**src/rtl/vram_arbiter.sv**
```systemverilog
// Frame-buffer arbiter: display reads from the front bank, queued writes drain to the back bank
// during blanking, and the banks swap on the vsync falling edge. VRAM_STATS_EN adds counters.
module vram_arbiter #(
  parameter int unsigned H_ACTIVE = 640,
  parameter int unsigned V_ACTIVE = 480,
  parameter int unsigned PIX_AW   = 19,
  parameter int unsigned WQ_DEPTH = 4
) (
  input  logic              vga_clk,
  input  logic              clrn,
  input  logic [10:0]       col_addr,
  input  logic [10:0]       row_addr,
  input  logic              hs_in,
  input  logic              vs_in,
  output logic              hs_out,
  output logic              vs_out,
  output logic [11:0]       pix_out,
  input  logic              wr_valid,
  output logic              wr_ready,
  input  logic [PIX_AW-1:0] wr_addr,
  input  logic [11:0]       wr_data,
  input  logic              swap_req,
  output logic              swap_done,
  output logic              front_bank,
  output logic [PIX_AW:0]   mem_addr,
  output logic              mem_we,
  output logic [11:0]       mem_wdata,
  input  logic [11:0]       mem_rdata,
  output logic [15:0]       stall_cnt,
  output logic [15:0]       frame_cnt
);

  localparam int unsigned QAW = $clog2(WQ_DEPTH);
  localparam logic [QAW:0] QFull = (QAW+1)'(WQ_DEPTH);

  typedef enum logic [0:0] {StIdle, StPend} swap_st_e;

  logic              disp_act;
  logic [PIX_AW-1:0] rd_pix;
  logic              hs_q, vs_q, act_q;
  logic              vs_fall;

  logic [PIX_AW-1:0] q_addr [WQ_DEPTH];
  logic [11:0]       q_data [WQ_DEPTH];
  logic [QAW-1:0]    wptr_q, rptr_q;
  logic [QAW:0]      cnt_q, cnt_d;
  logic              ready_q;
  logic              push, pop, fifo_empty;

  swap_st_e          state_q, state_d;
  logic              swap_fire;
  logic              front_q, done_q;

  assign disp_act   = (col_addr < 11'(H_ACTIVE)) && (row_addr < 11'(V_ACTIVE));
  assign rd_pix     = PIX_AW'(row_addr) * PIX_AW'(H_ACTIVE) + PIX_AW'(col_addr);
  assign vs_fall    = vs_q & ~vs_in;
  assign fifo_empty = (cnt_q == '0);
  assign push       = wr_valid & ready_q;
  assign pop        = ~disp_act & ~fifo_empty;

  always_comb begin
    cnt_d = cnt_q;
    if (push && !pop) begin
      cnt_d = cnt_q + 1'b1;
    end else if (!push && pop) begin
      cnt_d = cnt_q - 1'b1;
    end
  end

  always_ff @(posedge vga_clk) begin
    if (push) begin
      q_addr[wptr_q] <= wr_addr;
      q_data[wptr_q] <= wr_data;
    end
  end

  always_ff @(posedge vga_clk or negedge clrn) begin
    if (!clrn) begin
      hs_q    <= 1'b1;
      vs_q    <= 1'b1;
      act_q   <= 1'b0;
      wptr_q  <= '0;
      rptr_q  <= '0;
      cnt_q   <= '0;
      ready_q <= 1'b1;
      front_q <= 1'b0;
      done_q  <= 1'b0;
    end else begin
      hs_q    <= hs_in;
      vs_q    <= vs_in;
      act_q   <= disp_act;
      if (push) wptr_q <= wptr_q + QAW'(1);
      if (pop)  rptr_q <= rptr_q + QAW'(1);
      cnt_q   <= cnt_d;
      ready_q <= (cnt_d != QFull);
      front_q <= front_q ^ swap_fire;
      done_q  <= swap_fire;
    end
  end

  // Swap FSM: state register
  always_ff @(posedge vga_clk or negedge clrn) begin
    if (!clrn) state_q <= StIdle;
    else       state_q <= state_d;
  end

  always_comb begin
    state_d = state_q;
    case (state_q)
      StIdle:  if (swap_req) state_d = StPend;
      StPend:  if (vs_fall && fifo_empty) state_d = StIdle;
      default: state_d = StIdle;
    endcase
  end

  // A pending swap waits for a vsync edge with no queued writes left for the old back bank
  always_comb begin
    swap_fire = (state_q == StPend) && vs_fall && fifo_empty;
  end

  // Display always owns the port when active; memory outputs read as zero while in reset
  always_comb begin
    mem_addr  = '0;
    mem_we    = 1'b0;
    mem_wdata = '0;
    if (clrn) begin
      if (disp_act) begin
        mem_addr = {front_q, rd_pix};
      end else if (pop) begin
        mem_addr  = {~front_q, q_addr[rptr_q]};
        mem_we    = 1'b1;
        mem_wdata = q_data[rptr_q];
      end
    end
  end

  assign hs_out     = hs_q;
  assign vs_out     = vs_q;
  assign pix_out    = act_q ? mem_rdata : 12'h000;
  assign wr_ready   = ready_q;
  assign swap_done  = done_q;
  assign front_bank = front_q;

`ifdef VRAM_STATS_EN
  logic [15:0] stall_q, frame_q;

  always_ff @(posedge vga_clk or negedge clrn) begin
    if (!clrn) begin
      stall_q <= '0;
      frame_q <= '0;
    end else begin
      if (wr_valid && !ready_q && (stall_q != 16'hFFFF)) stall_q <= stall_q + 16'd1;
      if (vs_fall) frame_q <= frame_q + 16'd1;
    end
  end

  assign stall_cnt = stall_q;
  assign frame_cnt = frame_q;
`else
  assign stall_cnt = '0;
  assign frame_cnt = '0;
`endif

endmodule

```
**config.mk**
```make
export PLATFORM = sky130hd
export DESIGN_NAME = vram_arbiter
export DESIGN_NICKNAME = d
export VERILOG_FILES = /design/src/rtl/vram_arbiter.sv
export SDC_FILE = /design/constraint.sdc
export NUM_CORES = 1
export LEC_CHECK = 0
export CAP_MARGIN = 0
export CORE_AREA = 10 10 143 106
export DETAILED_ROUTE_END_ITERATION = 7
export DIE_AREA = 0 0 153 116
export HOLD_SLACK_MARGIN = 0.08
export PLACE_DENSITY_LB_ADDON = 0.05
export SETUP_SLACK_MARGIN = 0.15
export SYNTH_ARGS = -nofsm -noshare
export SYNTH_HDL_FRONTEND = slang
export SYNTH_SLANG_ARGS = --single-unit
```
**constraint.sdc**
```tcl
create_clock -name vga_clk -period 5.22 [get_ports vga_clk]
set_clock_uncertainty 0.1 [all_clocks]
set_input_delay 0.783 -clock vga_clk [delete_from_list [all_inputs] [get_ports vga_clk]]
set_output_delay 0.783 -clock vga_clk [all_outputs]
set_load 0.02 [all_outputs]
```
==> impl_metrics.csv, run 1 <==
group,metric,value,unit
synthesis,synth_edf_count,124,
synthesis,seq_area_frac_synth,62.33,%
route,wl_per_cell,20.32,um
clock_network,cts-buffers-inserted,17,
floorplan,dieArea,17750,sq um
timing,fin_ws,0.3087,ns
run_status,status,"completed",
floorplan,die_y,116,um
worst_setup_path,crit_slowest_cell,"clkdlybuf4s50_1",
placed_design,pre_cts_ws,0.1002,ns
min_path,min_to,"state_q",
placed_design,place_congestion,0.8671,
grt,grt_remaining_overflow,0,
worst_setup_path,path_cells,"clkdlybuf4s50_1 > ha_1 > ha_1 > fa_1 > a211o_1 > a2111o_1 > o311a_1 > xnor2_1 > o21ai_1 > clkdlybuf4s50_1",
synthesis,synth.cell_area,6543,sq um
finish,syn_to_final_growth,29.11,%
finish,nNetsFinal,640,
clock_network,cts-htree-levels,4,
worst_setup_path,critical_path.max_fanout,3,
floorplan,core-area,12250,sq um
placed_design,place_inst,682,
min_path,min_from,"state_q",
timing,fin_crit,4.911,ns
synthesis,synth.ff_latch_count,138,
synthesis,synthAdderAreaFrac,5.967,%
min_path,min_path_type,"flop to flop",
synthesis,yosys.area_share.xor_xnor,2.544,%
timing,drv_slew,0,
synthesis,yosys.area_share.simple,6.789,%
worst_setup_path,rrSetupSlack,2.93,ns
power_and_ir_drop,power_density,490.3,nW/um^2
timing,final.hold.worst_slack,0.4057,ns
worst_setup_path,r2r-start,"cnt_q[0]",
route,avgViaCountPerCell,5.459,
synthesis,synth_top_family_by_area,"multiplexers",
route,firstDrtPassIters,4,
finish,mostFrequentLayoutCells,"edfxtp_1, clkdlybuf4s50_1, conb_1",
grt,antenna_found_initial,0,
clock_network,clockRootBuffer,"clkbuf_16",
clock_network,clk_path_buf_depth,2,
finish,mostFrequentLayoutCell,"edfxtp_1",
floorplan,dieWidth,153,um
timing,slew_headroom,37.70,%
route,vias,3898,
worst_setup_path,rr_endpoint,"wr_ready",
worst_setup_path,cp.required,4.34,ns
clock_network,clk_latency,0.41,ns
finish,n_antenna_cell,0,
min_path,min_path_cells,2,
timing,fmax,203.6,MHz
floorplan,ios,153,
route,drc_errors,0,
placed_design,numPortBuffers,120,
worst_setup_path,rr_worst_depth,9,
timing,tightest_slew,0.9344,ns
grt,grt_pass1_wl,23.15,mm
worst_setup_path,crit_path_end_kind,"output pin",
clock_network,cts_sinks,138,
synthesis,syn_inst,407,
timing,finalSetupTns,0,ns
grt,track_usage,16.58,%
synthesis,synth_top_flop_cell,"edfxtp_1",
timing,hold_violations,0,
worst_setup_path,cp.arrival,4.03,ns
synthesis,synth_compound_area_share,6.139,%
clock_network,cts_hold_buffers,0,
worst_setup_path,cp.buffers_inverters,2,
floorplan,rows,34,
power_and_ir_drop,p_leak,3.125,nW
run,cap_violations,0,
synthesis,synth_area_per_cell,16.08,sq um
worst_setup_path,max_stage_delay,0.64,ns
finish,drive_gt1_share,15.76,%
synthesis,synthDistinctLibCells,51,
route,first_iter_violations,200,
timing,setup_violations,0,
placed_design,post-dp-hpwl,10.24,mm
timing,timing.final.crit_share,94.09,%
clock_network,cts_tree,"built",
finish,stdcell_count,714,
worst_setup_path,critical_path.top_delay_family,"buffers and inverters",
floorplan,start_util,53.40,%
clock_network,clk_pin_slew,0.06,ns
timing,rsz0062_at_grt,"no",
route,wl,14.51,mm
synthesis,ys_async_sr_fraction,10.14,%
grt,grt_pass1_vias,4185,
power_and_ir_drop,vdd_drop_max,0.0003288,V
route,antenna_left,0,
synthesis,synthMuxAreaShare,11.17,%
worst_setup_path,start_kind,"primary input",
grt,grt_max_degree,32,
worst_setup_path,crit_type,"primary input to output pin",
synthesis,yosys_warnings,0,
## synth_stat cells, types with 2 or more instances
library cell,n,area share (%)
buf_1,2,0.11
edfxtp_1,124,57
dfrtp_1,11,4.2
nand4b_1,2,0.27
fa_1,2,0.61
a21oi_1,9,0.69
xnor2_1,12,1.6
a21o_1,4,0.46
dfstp_2,3,1.2
mux2_2,2,0.34
nand2_1,18,1.0
a22o_1,9,1.2
and2_1,14,1.3
a31oi_1,2,0.19
clkbuf_1,8,0.46
a211oi_1,3,0.34
nand4_1,3,0.29
nor4_1,2,0.19
a211o_1,2,0.27
o21ai_1,4,0.31
xor2_1,7,0.94
o21a_1,2,0.23
nor2_1,5,0.29
buf_2,4,0.31
mux4_2,31,11
and3_1,18,1.7
nor3_1,2,0.15
o21ai_0,8,0.61
buf_4,32,3.7
ha_1,28,5.4
nor2b_1,5,0.48
nor3b_1,3,0.34
inv_1,8,0.46
## worst register-to-register path: stages (launching register included)
cell and delay (ns):
dfrtp_1 0.35, inv_1 0.09, ha_1 0.19, nor2b_1 0.16, a31oi_2 0.16, buf_4 0.28
nor2_1 0.10, o21a_1 0.17, mux2_2 0.27, or3b_1 0.35
## registers in the layout, indices dropped and copies added (netlist names)
signal,count
q_addr,76
vs_out,1
q_data,48
cnt_q,3
hs_out,1
front_bank,1
wr_ready,1
wptr_q,2
swap_done,1
act_q,1
state_q,1
rptr_q,2
## per-stage QoR
stage	util [%]	cell area [sq um]	power [mW]
5_1_grt	68.94	8447	4.357
2_1_floorplan	-	6659	2.477
4_1_cts	68.87	8438	4.194
3_5_place_dp	63.97	7838	2.979
3_3_place_gp	63.97	7838	2.951
6_report	68.94	8447	4.142
## worst max-delay path by stage
stage	startpoint	end	slack, ns	depth (start not counted)
5_1_grt	row_addr[3]	mem_addr[16]	0.17	11
4_1_cts	row_addr[3]	mem_addr[17]	0.20	11
3_3_place_gp	row_addr[1]	mem_addr[18]	0.10	10
3_5_place_dp	row_addr[3]	mem_addr[18]	0.10	10
2_1_floorplan	row_addr[1]	mem_addr[18]	0.96	8
6_report	row_addr[1]	mem_addr[16]	0.31	10
## timing repair
| action | in CTS | in global routing |
|---|---|---|
| pin swaps | 0 | 0 |
| buffers inserted | 0 | 0 |
| gates resized for setup | 1 | 2 |
| endpoints found under the setup margin | 1 | 2 |
## metal layers
| metal | GRT usage (%) | routed length [um] | up-vias |
|---|---|---|---|
| met4 | 4.246 | 81 | 0 |
| met5 | 0 | 0 | - |
| met3 | 6.035 | 1130 | 8 |
| met1 | 21.14 | 6370 | 1950 |
| li1 | - | - | 1792 |
| met2 | 26.68 | 6924 | 148 |
## cell type report
class | instances | area [sq um]
clock inverters | 14 | 172.7
multi-input cells | 246 | 2271
flip-flops and latches | 138 | 4079
clock buffers | 18 | 429.2
inverters | 8 | 30.03
fillers | 845 | 3805
well taps | 162 | 202.7
repair buffers | 128 | 1262
## where the power goes
group | leakage, nW | total, mW | switching [mW] | internal (mW)
logic | 1.55 | 1.34 | 0.662 | 0.680
registers | 1.30 | 1.59 | 0.143 | 1.45
clock network | 0.279 | 1.21 | 0.453 | 0.753
## cell families (layout without fill, tap and decap cells)
kind of cell | count (synthesis) | in the layout
fa+ha+maj | 30 | 30
compound gates | 54 | 54
mux | 34 | 34
simple gates | 77 | 77
flops | 138 | 138
other cells | 1 | 32
xor+xnor | 19 | 19
buf+inv | 54 | 168
(Power assumes the default switching activity.)
==> inputs of run 2 (changes only) <==
CORE_AREA = 2 2 135 98   (was 10 10 143 106)
DIE_AREA = 0 0 137 100   (was 0 0 153 116)
==> run 2 against run 1 <==
Via count decreased by 1.0%. Final area increased by 0.13%. Combinational power about the same. Critical path type unchanged. Highest routed layer unchanged.
==> impl_metrics.csv, run 2 (synthesis results as in run 1) <==
group,metric,value,unit
finish,fillers,889,
finish,nNetsFinal,639,
route,antenna_left,0,
clock_network,cts_sinks,138,
timing,drv_slew,0,
worst_setup_path,startpoint,"row_addr[3]",
finish,reg_top3,"q_addr (76), q_data (48), cnt_q (3)",
power_and_ir_drop,p_clk_share,29.4,%
min_path,min_path_type,"flop to flop",
clock_network,clockRootBuffer,"clkbuf_16",
worst_setup_path,r2r-start,"cnt_q[0]",
power_and_ir_drop,p_leak,3.144,nW
placed_design,dpl_cell_area,7835,sq um
timing,finalSetupTns,0,ns
timing,rsz0062_at_grt,"no",
placed_design,numPortBuffers,120,
clock_network,clk_pin_slew,0.06,ns
route,drc_errors,0,
route,avgViaCountPerCell,5.381,
clock_network,post_cts_buffers,0,
route,wl,13.22,mm
grt,grt_pass1_vias,3998,
power_and_ir_drop,p_int,2.918,mW
power_and_ir_drop,seq_power_share,38.3,%
grt,track_usage,20.62,%
run,cap_violations,0,
timing,fmax,206.9,MHz
route,wl_per_cell,18.44,um
floorplan,start_util,51.88,%
power_and_ir_drop,switching_power,1.215,mW
power_and_ir_drop,vdd_drop_max,0.0004341,V
clock_network,cts-buffers-inserted,17,
clock_network,clk_latency,0.40,ns
grt,antenna_found_initial,0,
power_and_ir_drop,swShare,29.39,%
floorplan,rows,35,
worst_setup_path,start_kind,"primary input",
finish,largest-register,"q_addr",
worst_setup_path,rr_endpoint,"wr_ready",
placed_design,post-dp-hpwl,8.943,mm
worst_setup_path,critical_path.max_fanout,3,
clock_network,cts_tree,"built",
power_and_ir_drop,p_total,4.133,mW
floorplan,dieArea,13700,sq um
finish,regArea,4079,sq um
timing,fin_crit,4.834,ns
worst_setup_path,crit_path_end_kind,"output pin",
timing,hold_violations,0,
clock_network,clk_path_buf_depth,2,
timing,setup_violations,0,
timing,final.hold.worst_slack,0.4053,ns
floorplan,dieWidth,137,um
grt,grt_remaining_overflow,0,
run_status,status,"completed",
finish,mostFrequentLayoutCell,"edfxtp_1",
worst_setup_path,crit_type,"primary input to output pin",
finish,multi_input_area,2276,sq um
clock_network,cts-htree-levels,4,
timing,slew_headroom,42.36,%
worst_setup_path,cp.required,4.34,ns
route,firstDrtPassIters,4,
finish,mostFrequentLayoutCells,"edfxtp_1, clkdlybuf4s50_1, conb_1",
floorplan,ios,153,
floorplan,core-area,12610,sq um
finish,largest_reg_flops,76,
finish,design_area,8458,sq um
worst_setup_path,rr_worst_depth,9,
worst_setup_path,rrSetupSlack,2.92,ns
timing,tightest_slew,0.8646,ns
route,first_iter_violations,221,
power_and_ir_drop,power_density,488.7,nW/um^2
worst_setup_path,crit_end,"mem_addr[16]",
timing,fin_ws,0.3859,ns
finish,drive_gt1_share,15.09,%
floorplan,die_y,100,um
placed_design,pre_cts_ws,0.06116,ns
timing,timing.final.crit_share,92.61,%
power_and_ir_drop,comb_power_share,32.4,%
grt,grt_pass1_wl,20.82,mm
route,vias,3858,
grt,grt_max_degree,32,
placed_design,place_congestion,0.8127,
finish,syn_to_final_growth,29.28,%
worst_setup_path,cp.arrival,3.95,ns
## run 2: how the worst min path moves through the flow
stage              from       end  depth (start not counted)
3_5_place_dp    state_q   state_q                          2
5_1_grt        cnt_q[2]  cnt_q[2]                          1
4_1_cts         state_q   state_q                          2
6_report        state_q   state_q                          2
2_1_floorplan  cnt_q[2]  cnt_q[2]                          1
3_3_place_gp    state_q   state_q                          2
## run 2: power by group through the flow
stage	Clock, mW	Sequential, mW	Combinational (mW)
after floorplan	0	1.53	0.949
after global placement	0	1.59	1.34
after detailed placement	0	1.61	1.35
after CTS	1.23	1.59	1.36
after global routing	1.28	1.61	1.46
final	1.21	1.58	1.34
## run 2: repair_timing
action	CTS	global route
hold buffers	0	0
endpoints found under the hold margin	0	0
resized for setup	1	4
setup endpoints to repair	1	3
## run 2: worst max-delay path, cell delays in order
cell             delay (ns)
clkdlybuf4s50_1        0.49
ha_1                   0.24
ha_1                   0.24
fa_1                   0.43
a211o_1                0.32
a2111o_1               0.39
o311a_1                0.16
xnor2_1                0.14
o21ai_1                0.12
clkdlybuf4s50_1        0.63
## run 2: routing by layer
metal / track usage (%) / vias to the layer above / wire length (um)
li1: - / 1802 / -
met1: 27.64 / 1917 / 5782
met2: 34.02 / 137 / 6447
met3: 6.162 / 2 / 948
met4: 4.044 / 0 / 44
met5: 0 / - / 0
## run 2: layout make-up
class                           instances  share of cell area (%)
Clock buffer                           18                   5.074
Sequential cell                       138                   48.22
Tap cell                              166                   2.456
Timing Repair Buffer                  127                   14.87
Clock inverter                         13                   2.086
Antenna cell                            1                 0.02959
Inverter                                8                  0.3550
Multi-Input combinational cell        246                   26.91
## run 2: through the flow
stage                     utilization, %  std cells
after global placement             62.12        685
after floorplan                        -        438
after CTS                          66.91        716
after detailed placement           62.12        685
after global routing               67.04        716
final                              67.06        717
